File: config.mk
export PLATFORM = sky130hd
export DESIGN_NAME = codma_bus_arbiter_flat
export DESIGN_NICKNAME = d
export VERILOG_FILES = /design/src/rtl/codma_bus_arbiter_if.sv /design/src/rtl/codma_bus_arbiter.sv /design/src/flat_wrapper.sv
export SDC_FILE = /design/constraint.sdc
export NUM_CORES = 1
export LEC_CHECK = 0
export CAP_MARGIN = 20
export CORE_AREA = 3 3 101 103
export CTS_CLUSTER_SIZE = 24
export DETAILED_ROUTE_END_ITERATION = 7
export DIE_AREA = 0 0 104 106
export PLACE_DENSITY_LB_ADDON = 0.3
export SLEW_MARGIN = 20
export SYNTH_ARGS = -nofsm -noshare
export SYNTH_HDL_FRONTEND = slang
export SYNTH_SLANG_ARGS = --single-unit
File: constraint.sdc
create_clock -name clk_i -period 1.9 [get_ports clk_i]
set_input_delay 0.19 -clock clk_i [delete_from_list [all_inputs] [get_ports clk_i]]
set_output_delay 0.19 -clock clk_i [all_outputs]
set_load 0.01 [all_outputs]
File: src/rtl/codma_bus_arbiter_if.sv
// rtl/codma_bus_arbiter_if.sv - requester and bus signal bundle for codma_bus_arbiter
interface codma_bus_arbiter_if #(
  parameter int ADDR_W = 32,
  parameter int SIZE_W = 8,
  parameter int DATA_W = 32
);
  // read machine
  logic              rd_req_i;
  logic [ADDR_W-1:0] rd_addr_i;
  logic [SIZE_W-1:0] rd_size_i;
  logic              rd_gnt_o;
  logic              rd_done_o;
  logic [DATA_W-1:0] rd_data_o;
  logic              rd_beat_o;
  // write machine
  logic              wr_req_i;
  logic [ADDR_W-1:0] wr_addr_i;
  logic [SIZE_W-1:0] wr_size_i;
  logic [DATA_W-1:0] wr_data_i;
  logic              wr_gnt_o;
  logic              wr_done_o;
  // bus master port
  logic              bus_req_o;
  logic              bus_write_o;
  logic [ADDR_W-1:0] bus_addr_o;
  logic [SIZE_W-1:0] bus_size_o;
  logic [DATA_W-1:0] bus_wdata_o;
  logic              bus_gnt_i;
  logic              bus_beat_i;
  logic [DATA_W-1:0] bus_rdata_i;
  logic              bus_done_i;
  // watchdog abort
  logic              err_o;

  // arbiter side: it is the single master of the shared bus
  modport master (
    input  rd_req_i, rd_addr_i, rd_size_i,
    output rd_gnt_o, rd_done_o, rd_data_o, rd_beat_o,
    input  wr_req_i, wr_addr_i, wr_size_i, wr_data_i,
    output wr_gnt_o, wr_done_o,
    output bus_req_o, bus_write_o, bus_addr_o, bus_size_o, bus_wdata_o,
    input  bus_gnt_i, bus_beat_i, bus_rdata_i, bus_done_i,
    output err_o
  );

  // environment side: read/write machines and the bus interface
  modport slave (
    output rd_req_i, rd_addr_i, rd_size_i,
    input  rd_gnt_o, rd_done_o, rd_data_o, rd_beat_o,
    output wr_req_i, wr_addr_i, wr_size_i, wr_data_i,
    input  wr_gnt_o, wr_done_o,
    input  bus_req_o, bus_write_o, bus_addr_o, bus_size_o, bus_wdata_o,
    output bus_gnt_i, bus_beat_i, bus_rdata_i, bus_done_i,
    input  err_o
  );
endinterface

File: src/rtl/codma_bus_arbiter.sv
// rtl/codma_bus_arbiter.sv - round-robin owner arbiter for the shared CoDMA bus master port
// Optional watchdog abort enabled by defining CODMA_ARB_TIMEOUT_EN.
module codma_bus_arbiter #(
  parameter int ADDR_W         = 32,
  parameter int SIZE_W         = 8,
  parameter int DATA_W         = 32,
  parameter int TIMEOUT_CYCLES = 1024
) (
  input logic                 clk_i,
  input logic                 reset_i,
  codma_bus_arbiter_if.master arb_if
);

  typedef enum logic [1:0] {
    S_IDLE = 2'd0,
    S_REQ  = 2'd1,
    S_XFER = 2'd2,
    S_DONE = 2'd3
  } state_t;

  // owner encoding: 0 = read machine, 1 = write machine
  state_t            r_state;
  state_t            w_next_state;
  logic              r_owner;
  logic              w_next_owner;
  logic              r_last_owner;
  logic              r_rd_beat;
  logic [DATA_W-1:0] r_rd_data;

  logic w_busy;
  logic w_beat_ok;
  logic w_bus_end;

  assign w_busy = (r_state != S_IDLE);

  // beats only count once the bus has accepted the request
  assign w_beat_ok = arb_if.bus_beat_i &&
                     ((r_state == S_XFER) || ((r_state == S_REQ) && arb_if.bus_gnt_i));

  // normal completion, including grant and done landing in the same REQ cycle
  assign w_bus_end = ((r_state == S_XFER) && arb_if.bus_done_i) ||
                     ((r_state == S_REQ) && arb_if.bus_gnt_i && arb_if.bus_done_i);

`ifdef CODMA_ARB_TIMEOUT_EN
  logic [31:0] r_wd_cnt;
  logic        r_err;
  logic        w_wd_abort;

  // abort only when the limit is hit and the bus is not finishing on its own
  assign w_wd_abort = ((r_state == S_REQ) || (r_state == S_XFER)) &&
                      !w_beat_ok && !w_bus_end &&
                      (r_wd_cnt == 32'(TIMEOUT_CYCLES - 1));

  // watchdog: zero outside REQ/XFER so it starts from 0 on REQ entry, restarts on each beat
  always_ff @(posedge clk_i) begin
    if (reset_i) begin
      r_wd_cnt <= '0;
    end else if ((r_state != S_REQ) && (r_state != S_XFER)) begin
      r_wd_cnt <= '0;
    end else if (w_beat_ok) begin
      r_wd_cnt <= '0;
    end else begin
      r_wd_cnt <= r_wd_cnt + 32'd1;
    end
  end

  // error flag is raised in the DONE cycle produced by an abort
  always_ff @(posedge clk_i) begin
    if (reset_i) begin
      r_err <= 1'b0;
    end else begin
      r_err <= w_wd_abort;
    end
  end

  assign arb_if.err_o = r_err;
`else
  logic w_unused_timeout;
  assign w_unused_timeout = (TIMEOUT_CYCLES > 0);
  assign arb_if.err_o     = 1'b0;
`endif

  // state, owner and round-robin history registers
  always_ff @(posedge clk_i) begin
    if (reset_i) begin
      r_state      <= S_IDLE;
      r_owner      <= 1'b0;
      r_last_owner <= 1'b1;
    end else begin
      r_state <= w_next_state;
      r_owner <= w_next_owner;
      if (r_state == S_DONE) begin
        r_last_owner <= r_owner;
      end
    end
  end

  // next-state and owner selection
  always_comb begin
    w_next_state = r_state;
    w_next_owner = r_owner;
    case (r_state)
      S_IDLE: begin
        if (arb_if.rd_req_i || arb_if.wr_req_i) begin
          w_next_state = S_REQ;
          if (arb_if.rd_req_i && arb_if.wr_req_i) begin
            w_next_owner = ~r_last_owner;
          end else begin
            w_next_owner = arb_if.wr_req_i;
          end
        end
      end
      S_REQ: begin
        if (arb_if.bus_gnt_i) begin
          w_next_state = arb_if.bus_done_i ? S_DONE : S_XFER;
        end
      end
      S_XFER: begin
        if (arb_if.bus_done_i) begin
          w_next_state = S_DONE;
        end
      end
      S_DONE: begin
        w_next_state = S_IDLE;
      end
      default: begin
        w_next_state = S_IDLE;
      end
    endcase
`ifdef CODMA_ARB_TIMEOUT_EN
    if (w_wd_abort) begin
      w_next_state = S_DONE;
    end
`endif
  end

  // read data path: beat strobe and data registered together, one cycle after the bus beat
  always_ff @(posedge clk_i) begin
    if (reset_i) begin
      r_rd_beat <= 1'b0;
      r_rd_data <= '0;
    end else begin
      r_rd_beat <= w_beat_ok && !r_owner;
      if (w_beat_ok && !r_owner) begin
        r_rd_data <= arb_if.bus_rdata_i;
      end
    end
  end

  assign arb_if.rd_beat_o = r_rd_beat;
  assign arb_if.rd_data_o = r_rd_data;

  assign arb_if.rd_gnt_o  = w_busy && !r_owner;
  assign arb_if.wr_gnt_o  = w_busy && r_owner;
  assign arb_if.rd_done_o = (r_state == S_DONE) && !r_owner;
  assign arb_if.wr_done_o = (r_state == S_DONE) && r_owner;

  assign arb_if.bus_req_o   = (r_state == S_REQ);
  assign arb_if.bus_write_o = w_busy && r_owner;
  assign arb_if.bus_addr_o  = !w_busy ? '0 : (r_owner ? arb_if.wr_addr_i : arb_if.rd_addr_i);
  assign arb_if.bus_size_o  = !w_busy ? '0 : (r_owner ? arb_if.wr_size_i : arb_if.rd_size_i);
  assign arb_if.bus_wdata_o = (w_busy && r_owner) ? arb_if.wr_data_i : '0;

endmodule

File: src/flat_wrapper.sv
// flat-port wrapper written by rule: the top's interface ports become plain ports
module codma_bus_arbiter_flat 
#(
  parameter int ADDR_W         = 32,
  parameter int SIZE_W         = 8,
  parameter int DATA_W         = 32,
  parameter int TIMEOUT_CYCLES = 1024
)
  (clk_i, reset_i, arb_if_rd_req_i, arb_if_rd_addr_i, arb_if_rd_size_i, arb_if_rd_gnt_o, arb_if_rd_done_o, arb_if_rd_data_o, arb_if_rd_beat_o, arb_if_wr_req_i, arb_if_wr_addr_i, arb_if_wr_size_i, arb_if_wr_data_i, arb_if_wr_gnt_o, arb_if_wr_done_o, arb_if_bus_req_o, arb_if_bus_write_o, arb_if_bus_addr_o, arb_if_bus_size_o, arb_if_bus_wdata_o, arb_if_bus_gnt_i, arb_if_bus_beat_i, arb_if_bus_rdata_i, arb_if_bus_done_i, arb_if_err_o);
  codma_bus_arbiter_if #(.ADDR_W(ADDR_W), .SIZE_W(SIZE_W), .DATA_W(DATA_W)) arb_if_i ();
  input logic clk_i;
  input logic reset_i;
  input wire logic [$bits(arb_if_i.rd_req_i)-1:0] arb_if_rd_req_i;
  input wire logic [$bits(arb_if_i.rd_addr_i)-1:0] arb_if_rd_addr_i;
  input wire logic [$bits(arb_if_i.rd_size_i)-1:0] arb_if_rd_size_i;
  output wire logic [$bits(arb_if_i.rd_gnt_o)-1:0] arb_if_rd_gnt_o;
  output wire logic [$bits(arb_if_i.rd_done_o)-1:0] arb_if_rd_done_o;
  output wire logic [$bits(arb_if_i.rd_data_o)-1:0] arb_if_rd_data_o;
  output wire logic [$bits(arb_if_i.rd_beat_o)-1:0] arb_if_rd_beat_o;
  input wire logic [$bits(arb_if_i.wr_req_i)-1:0] arb_if_wr_req_i;
  input wire logic [$bits(arb_if_i.wr_addr_i)-1:0] arb_if_wr_addr_i;
  input wire logic [$bits(arb_if_i.wr_size_i)-1:0] arb_if_wr_size_i;
  input wire logic [$bits(arb_if_i.wr_data_i)-1:0] arb_if_wr_data_i;
  output wire logic [$bits(arb_if_i.wr_gnt_o)-1:0] arb_if_wr_gnt_o;
  output wire logic [$bits(arb_if_i.wr_done_o)-1:0] arb_if_wr_done_o;
  output wire logic [$bits(arb_if_i.bus_req_o)-1:0] arb_if_bus_req_o;
  output wire logic [$bits(arb_if_i.bus_write_o)-1:0] arb_if_bus_write_o;
  output wire logic [$bits(arb_if_i.bus_addr_o)-1:0] arb_if_bus_addr_o;
  output wire logic [$bits(arb_if_i.bus_size_o)-1:0] arb_if_bus_size_o;
  output wire logic [$bits(arb_if_i.bus_wdata_o)-1:0] arb_if_bus_wdata_o;
  input wire logic [$bits(arb_if_i.bus_gnt_i)-1:0] arb_if_bus_gnt_i;
  input wire logic [$bits(arb_if_i.bus_beat_i)-1:0] arb_if_bus_beat_i;
  input wire logic [$bits(arb_if_i.bus_rdata_i)-1:0] arb_if_bus_rdata_i;
  input wire logic [$bits(arb_if_i.bus_done_i)-1:0] arb_if_bus_done_i;
  output wire logic [$bits(arb_if_i.err_o)-1:0] arb_if_err_o;
  assign arb_if_i.rd_req_i = arb_if_rd_req_i;
  assign arb_if_i.rd_addr_i = arb_if_rd_addr_i;
  assign arb_if_i.rd_size_i = arb_if_rd_size_i;
  assign arb_if_rd_gnt_o = arb_if_i.rd_gnt_o;
  assign arb_if_rd_done_o = arb_if_i.rd_done_o;
  assign arb_if_rd_data_o = arb_if_i.rd_data_o;
  assign arb_if_rd_beat_o = arb_if_i.rd_beat_o;
  assign arb_if_i.wr_req_i = arb_if_wr_req_i;
  assign arb_if_i.wr_addr_i = arb_if_wr_addr_i;
  assign arb_if_i.wr_size_i = arb_if_wr_size_i;
  assign arb_if_i.wr_data_i = arb_if_wr_data_i;
  assign arb_if_wr_gnt_o = arb_if_i.wr_gnt_o;
  assign arb_if_wr_done_o = arb_if_i.wr_done_o;
  assign arb_if_bus_req_o = arb_if_i.bus_req_o;
  assign arb_if_bus_write_o = arb_if_i.bus_write_o;
  assign arb_if_bus_addr_o = arb_if_i.bus_addr_o;
  assign arb_if_bus_size_o = arb_if_i.bus_size_o;
  assign arb_if_bus_wdata_o = arb_if_i.bus_wdata_o;
  assign arb_if_i.bus_gnt_i = arb_if_bus_gnt_i;
  assign arb_if_i.bus_beat_i = arb_if_bus_beat_i;
  assign arb_if_i.bus_rdata_i = arb_if_bus_rdata_i;
  assign arb_if_i.bus_done_i = arb_if_bus_done_i;
  assign arb_if_err_o = arb_if_i.err_o;
  codma_bus_arbiter #(.ADDR_W(ADDR_W), .SIZE_W(SIZE_W), .DATA_W(DATA_W), .TIMEOUT_CYCLES(TIMEOUT_CYCLES)) u_core (.clk_i(clk_i), .reset_i(reset_i), .arb_if(arb_if_i));
endmodule
### Yosys cells after proc, flatten, opt, wreduce, memory -nomap -nowiden

Cells that the tools add are included.

| storage, ports and cells | value |
|---|---|
| output and inout bits | 112 |
| register bits after elaboration | 37 |
| bits of input ports | 151 |
| logic and storage cells | 38 |

| cells by class | value |
|---|---|
| reduce and logical (&&, ||, !) cells | 15 |
| mux-type cells | 11 |
| bitwise logic cells | 1 |
| eq/ne operators | 6 |

Operators with widths:

| cell | count |
|---|---|
| $mux W32 | 3 |
| $mux W8 | 2 |
| $logic_and A1 B1 Y1 | 8 |
| $pmux W2 S4 | 1 |
| $mux W2 | 3 |
| $eq A2 B2 Y1 const B | 2 |
| $ne A2 B1 Y1 const B | 2 |
| $reduce_and A3 Y1 | 1 |
| $eq A2 B1 Y1 const B | 1 |
| $logic_not A2 Y1 | 1 |
| $logic_or A1 B1 Y1 | 2 |
| $mux W1 | 2 |
| $ne A2 B2 Y1 const B | 1 |
| $reduce_and A2 Y1 | 1 |
| $reduce_bool A2 Y1 | 1 |
| $logic_not A1 Y1 | 1 |
| $not A1 Y1 | 1 |

### Longest topological paths before layout

| logic depth | value |
|---|---|
| depth after elaboration | 5 |
| depth in mapped cells | 6 |
| depth with buffers taken out | 5 |

### Least setup slack after synthesis

OpenSTA, ideal clock, no wires.

| path | value |
|---|---|
| path kind | flip-flop to output port |
| start point | reg u_core.r_state[0] |
| end point | out arb_if_bus_wdata_o[22] |
| data arrival time | 1.436 ns |
| path slack | 0.274 ns |
| buffers on the path | 2 |
| required time | 1.710 ns |
| cell stages (with the launch flop) | 7 |
| path through | dfxtp_1 inv_1 ha_1 buf_4 and2b_1 buf_2 and2_1 |

| on the way | value |
|---|---|
| cells in the longest elaborated chain, start to end | 3 |

RTL lines:

| element | RTL line | RTL |
|---|---|---|
| start, declared | codma_bus_arbiter.sv:22 | `state_t r_state;` |
| start signal, assigned | codma_bus_arbiter.sv:90 | `r_state <= w_next_state;` |
| $reduce_bool A2 Y1 | codma_bus_arbiter.sv:34 | `assign w_busy = (r_state != S_IDLE);` |
| $logic_and A1 B1 Y1 | n/a |  |
| named net arb_if_bus_write_o | flat_wrapper.sv:27 | `output wire logic [$bits(arb_if_i.bus_write_o)-1:0] arb_if_bus_write_o;` |
| $mux W32 | codma_bus_arbiter.sv:162 | `assign arb_if.bus_wdata_o = (w_busy && r_owner) ? arb_if.wr_data_i : '0;` |
| end, declared | flat_wrapper.sv:30 | `output wire logic [$bits(arb_if_i.bus_wdata_o)-1:0] arb_if_bus_wdata_o;` |

The timed path passes the listed nets, and every way through them passes these cells.

### Worst setup path after layout

| path | value |
|---|---|
| start point | reg u_core.r_state[1] |
| end point | out arb_if_bus_write_o |

| on the way | value |
|---|---|
| cells in the longest elaborated chain, start to end | 2 |

RTL lines:

| element | RTL line | RTL |
|---|---|---|
| $reduce_bool A2 Y1 | codma_bus_arbiter.sv:34 |  |
| $logic_and A1 B1 Y1 | codma_bus_arbiter.sv:159 | `assign arb_if.bus_write_o = w_busy && r_owner;` |
| end, declared | flat_wrapper.sv:27 |  |

No other way between the ends.

==> reports/results.md <==
## Run status
* **run status** finished clean

## Timing
* **pins over their slew limit** 0
* **worst slew pin tran** 0.542 ns
* **Clock Skew** 0.00446 ns
* **aggregate negative setup slack** 0 ns
* **relative max-transition margin** 63.9%
* **Highest Clock Rate** 542 MHz
* **number of failing hold endpoints at the final stage** 0
* **final number of setup-violating endpoints** 0
* **hold slack final** 0.380 ns
* **Final min period** 1.84 ns
* **unrepaired setup endpoints after global routing** false
* **post-route fraction of the period consumed by the critical path** 97.0%

## Hold path
* **min-delay worst type** in -> reg
* **origin of the worst min-delay path** reset_i

## Die
* **Initial Utilization** 29.3%
* **Top-Level Pins** 263
* **area of the placeable core** 9280 sq um
* **overall die area** 11,000 sq um
* **die span in y** 106 microns
* **floorplan row count** 35
* **Die X** 104 microns

## Pwr
* **leakage component of the power** 2.25 nW
* **relative contribution of the clock network to total power** 13.6%
* **Max IR drop VDD** 0.000467 V
* **Final Power** 5.12 mW
* **register share of total power** 19.5%
* **total power divided by cell area** 930 nW/um^2
* **relative contribution of combinational cells to total power** 66.9%
* **cell-internal power** 3.03 mW
* **Net Sw Frac** 40.9%
* **switching component of the power** 2.09 mW

## GRT
* **M2 GR Usage** 36.1%
* **number of antenna violations at the first check in global routing** 0
* **first-pass GRT wire length** 17.9 mm
* **global-route usage over all layers** 20.0%
* **number of global-route vias before repair** 3,283
* **remaining global-route overflow** 0
* **Global Route met3 Usage** 5.16%
* **peak-usage layer in the global routing report** met2
* **met1 track demand over resource in global routing** 23.7%
* **maximum number of pins on one net before global-route repair** 33

## Logic synthesis
* **sequential share of the synthesized area** 27.3%
* **Post-Synthesis Cells** 315
* **commonest register cell after synthesis** dfxtp_1
* **Area contributors post-synth** dfxtp_1 (27%), mux2i_1 (15%), nand3_2 (11%)
* **FFs w/ async S/R, synth** 0%
* **count leader, synth** nor2_1
* **area of the mapped netlist** 2720 sq um
* **Post-synth EDFFs** 0
* **ranking of synthesized cells by instance count** nor2_1 (43), mux2i_1 (40), dfxtp_1 (37), and2_1 (33), o21ai_0 (32)
* **parity-gate share of the synthesized area counting xor and xnor cells** 0%
* **Warnings, synthesis** 0
* **Mapped Avg Cell Area** 8.63 sq um
* **mux share of post-synthesis cell area** 14.7%
* **share of synthesized cell area in full adder, half adder and majority cells** 2.76%
* **complex-gate fraction of the synthesized area** 18.4%
* **post-synthesis sequential element count** 37
* **Post-Synth Simple-Gate Area** 28.4%
* **dominant combinational cell family by area after synthesis** simple AND/OR/NAND/NOR gates
* **number of distinct library cell variants in the gate-level netlist after synthesis** 33
* **Post-Synthesis Net Count** 472
* **cell taking the most area after synthesis** dfxtp_1
* **area share of the leading cell type in the synthesized netlist** 27.3%

## Finish
* **count of inserted antenna diode cells** 0
* **synthesis-to-finish area growth** 102%
* **layout cell share with drive strength beyond 1** 22.7%
* **non-filler instance count after layout** 702
* **post-layout net count** 729
* **post-route cell area** 5500 sq um

## Setup path
* **RR Startpoint** u_core.r_state[1]$_SDFFE_PP0P_
* **maximum fanout encountered on the critical timing path** 8
* **Worst Setup Start Kind** register
* **Data arrival, critical path** 1.65 ns
* **CP startpoint** u_core.r_state[1]$_SDFFE_PP0P_
* **cell breakdown of the critical path** inv_2 -> ha_2 -> and2b_4 -> bufbuf_16 -> dlygate4sd2_1
* **reg2reg setup slack** 0.32 ns
* **slowest cell on the critical path** dfxtp_2
* **crit end category** output pin
* **critical path's largest stage delay** 0.34 ns
* **data required time of the critical path** 1.71 ns
* **Worst Setup Path Type** reg -> out

## Routing
* **residual antenna-violating net count after detailed routing** 0
* **ratio of routed vias to standard cells** 4.51
* **vias** 3,164
* **Routed wire per std cell** 16.7 microns
* **DRT Wirelength** 11.7 mm
* **starting DRC count in detailed routing** 97
* **residual DRC count** 0
* **first-pass iteration count of the detailed router** 4

## Clock tree
* **buffer cell driving the clock tree root** clkbuf_8
* **number of buffers on the longest clock path** 2
* **CTS tree** done
* **clock-pin slew on the worst setup and hold paths** 0.07 ns
* **number of levels in the clock H-tree** 2
* **cts bufs inserted** 5
* **# clock sinks** 37
* **clock network latency to the later pin of the worst-skew pair** 0.28 ns

## Placement
* **number of input and output port buffers inserted** 261
* **final RePlAce weighted congestion** 0.811
* **count of placed standard cells including taps** 691
* **post-detailed-placement cell area** 5490 sq um
* **Post-DP HPWL** 9.43 mm

## Run
* **number of maximum-capacitance violations** 0

[placed cells by master, fill, tap and decap left out, types with 30 or more instances in the layout]
cell,n
dfxtp_1,34
mux2i_1,40
dlygate4sd2_1,38
nor2_1,43
o21ai_0,32
a21oi_2,31
buf_2,30
and2_1,33
nand3_2,30
clkdlybuf4s50_1,183
[final timing paths]
check,endpoint,depth (start not counted)
max,arb_if_bus_write_o,5
min,u_core.arb_if.rd_data_o[11]$_SDFFE_PP0P_,2
max reg2reg,u_core.r_state[0]$_SDFFE_PP0P_,6
min reg2reg,u_core.r_last_owner$_SDFFE_PP1N_,1
[logic make-up (layout without fill, tap and decap cells)]
logic type	Yosys count	count (layout)
buffers and inverters	35	293
multiplexers	40	40
other	1	1
adder cells (fa/ha/maj)	6	6
AO/OA/AOI/OAI	73	73
flip-flops	37	37
AND/OR/NAND/NOR	123	123
[area by class of cell]
| type | instances | area (sq um) |
|---|---|---|
| clock buffer | 7 | 86.3 |
| clock inverter | 1 | 30.0 |
| fill | 852 | 3780 |
| inverter | 3 | 11.3 |
| multi-input combinational | 243 | 1760 |
| sequential | 37 | 747 |
| tap | 129 | 161 |
| timing repair buffer | 282 | 2710 |
[routing by layer]
layer / vias up / routed length (microns)
li1: 1589 / -
met1: 1427 / 4740
met2: 134 / 6040
met3: 14 / 750
met4: 0 / 182
met5: - / 0
[critical path: cells and delay by family (launching register included)]
family        cells  cell delay, ns
buf+inv           3            0.58
flops             1            0.34
simple gates      1            0.27
fa+ha+maj         1            0.19
[metrics by stage]
stage	util, %	setup WS, ns
2_1_floorplan	-	0.274
3_3_place_gp	59.1	0.0343
3_5_place_dp	59.1	-0.00429
4_1_cts	60.2	-0.00874
5_1_grt	59.3	0.0000880
6_report	59.3	0.0562
[flip-flops by register name (all words and copies together) (netlist names)]
name	flops
u_core.arb_if.rd_beat_o	1
u_core.arb_if.rd_data_o	32
u_core.r_last_owner	1
u_core.r_owner	1
u_core.r_state	2
[power groups by stage]
stage | clock network (mW) | logic [mW] | registers (mW)
floorplan | 0 | 1.75 | 1.05
global placement | 0 | 3.65 | 1.00
detailed placement | 0 | 3.68 | 1.01
CTS | 0.716 | 3.51 | 1.00
global route | 0.747 | 3.71 | 1.02
finish | 0.696 | 3.42 | 0.999
[timing repair]
item,CTS,global route
pin swaps,1,0
gates resized for setup,160,22
setup buffers,2,0
hold buffers,0,0
gates cloned,2,0
endpoints found under the setup margin,76,23
No activity file was read; power rests on OpenSTA's default activity.
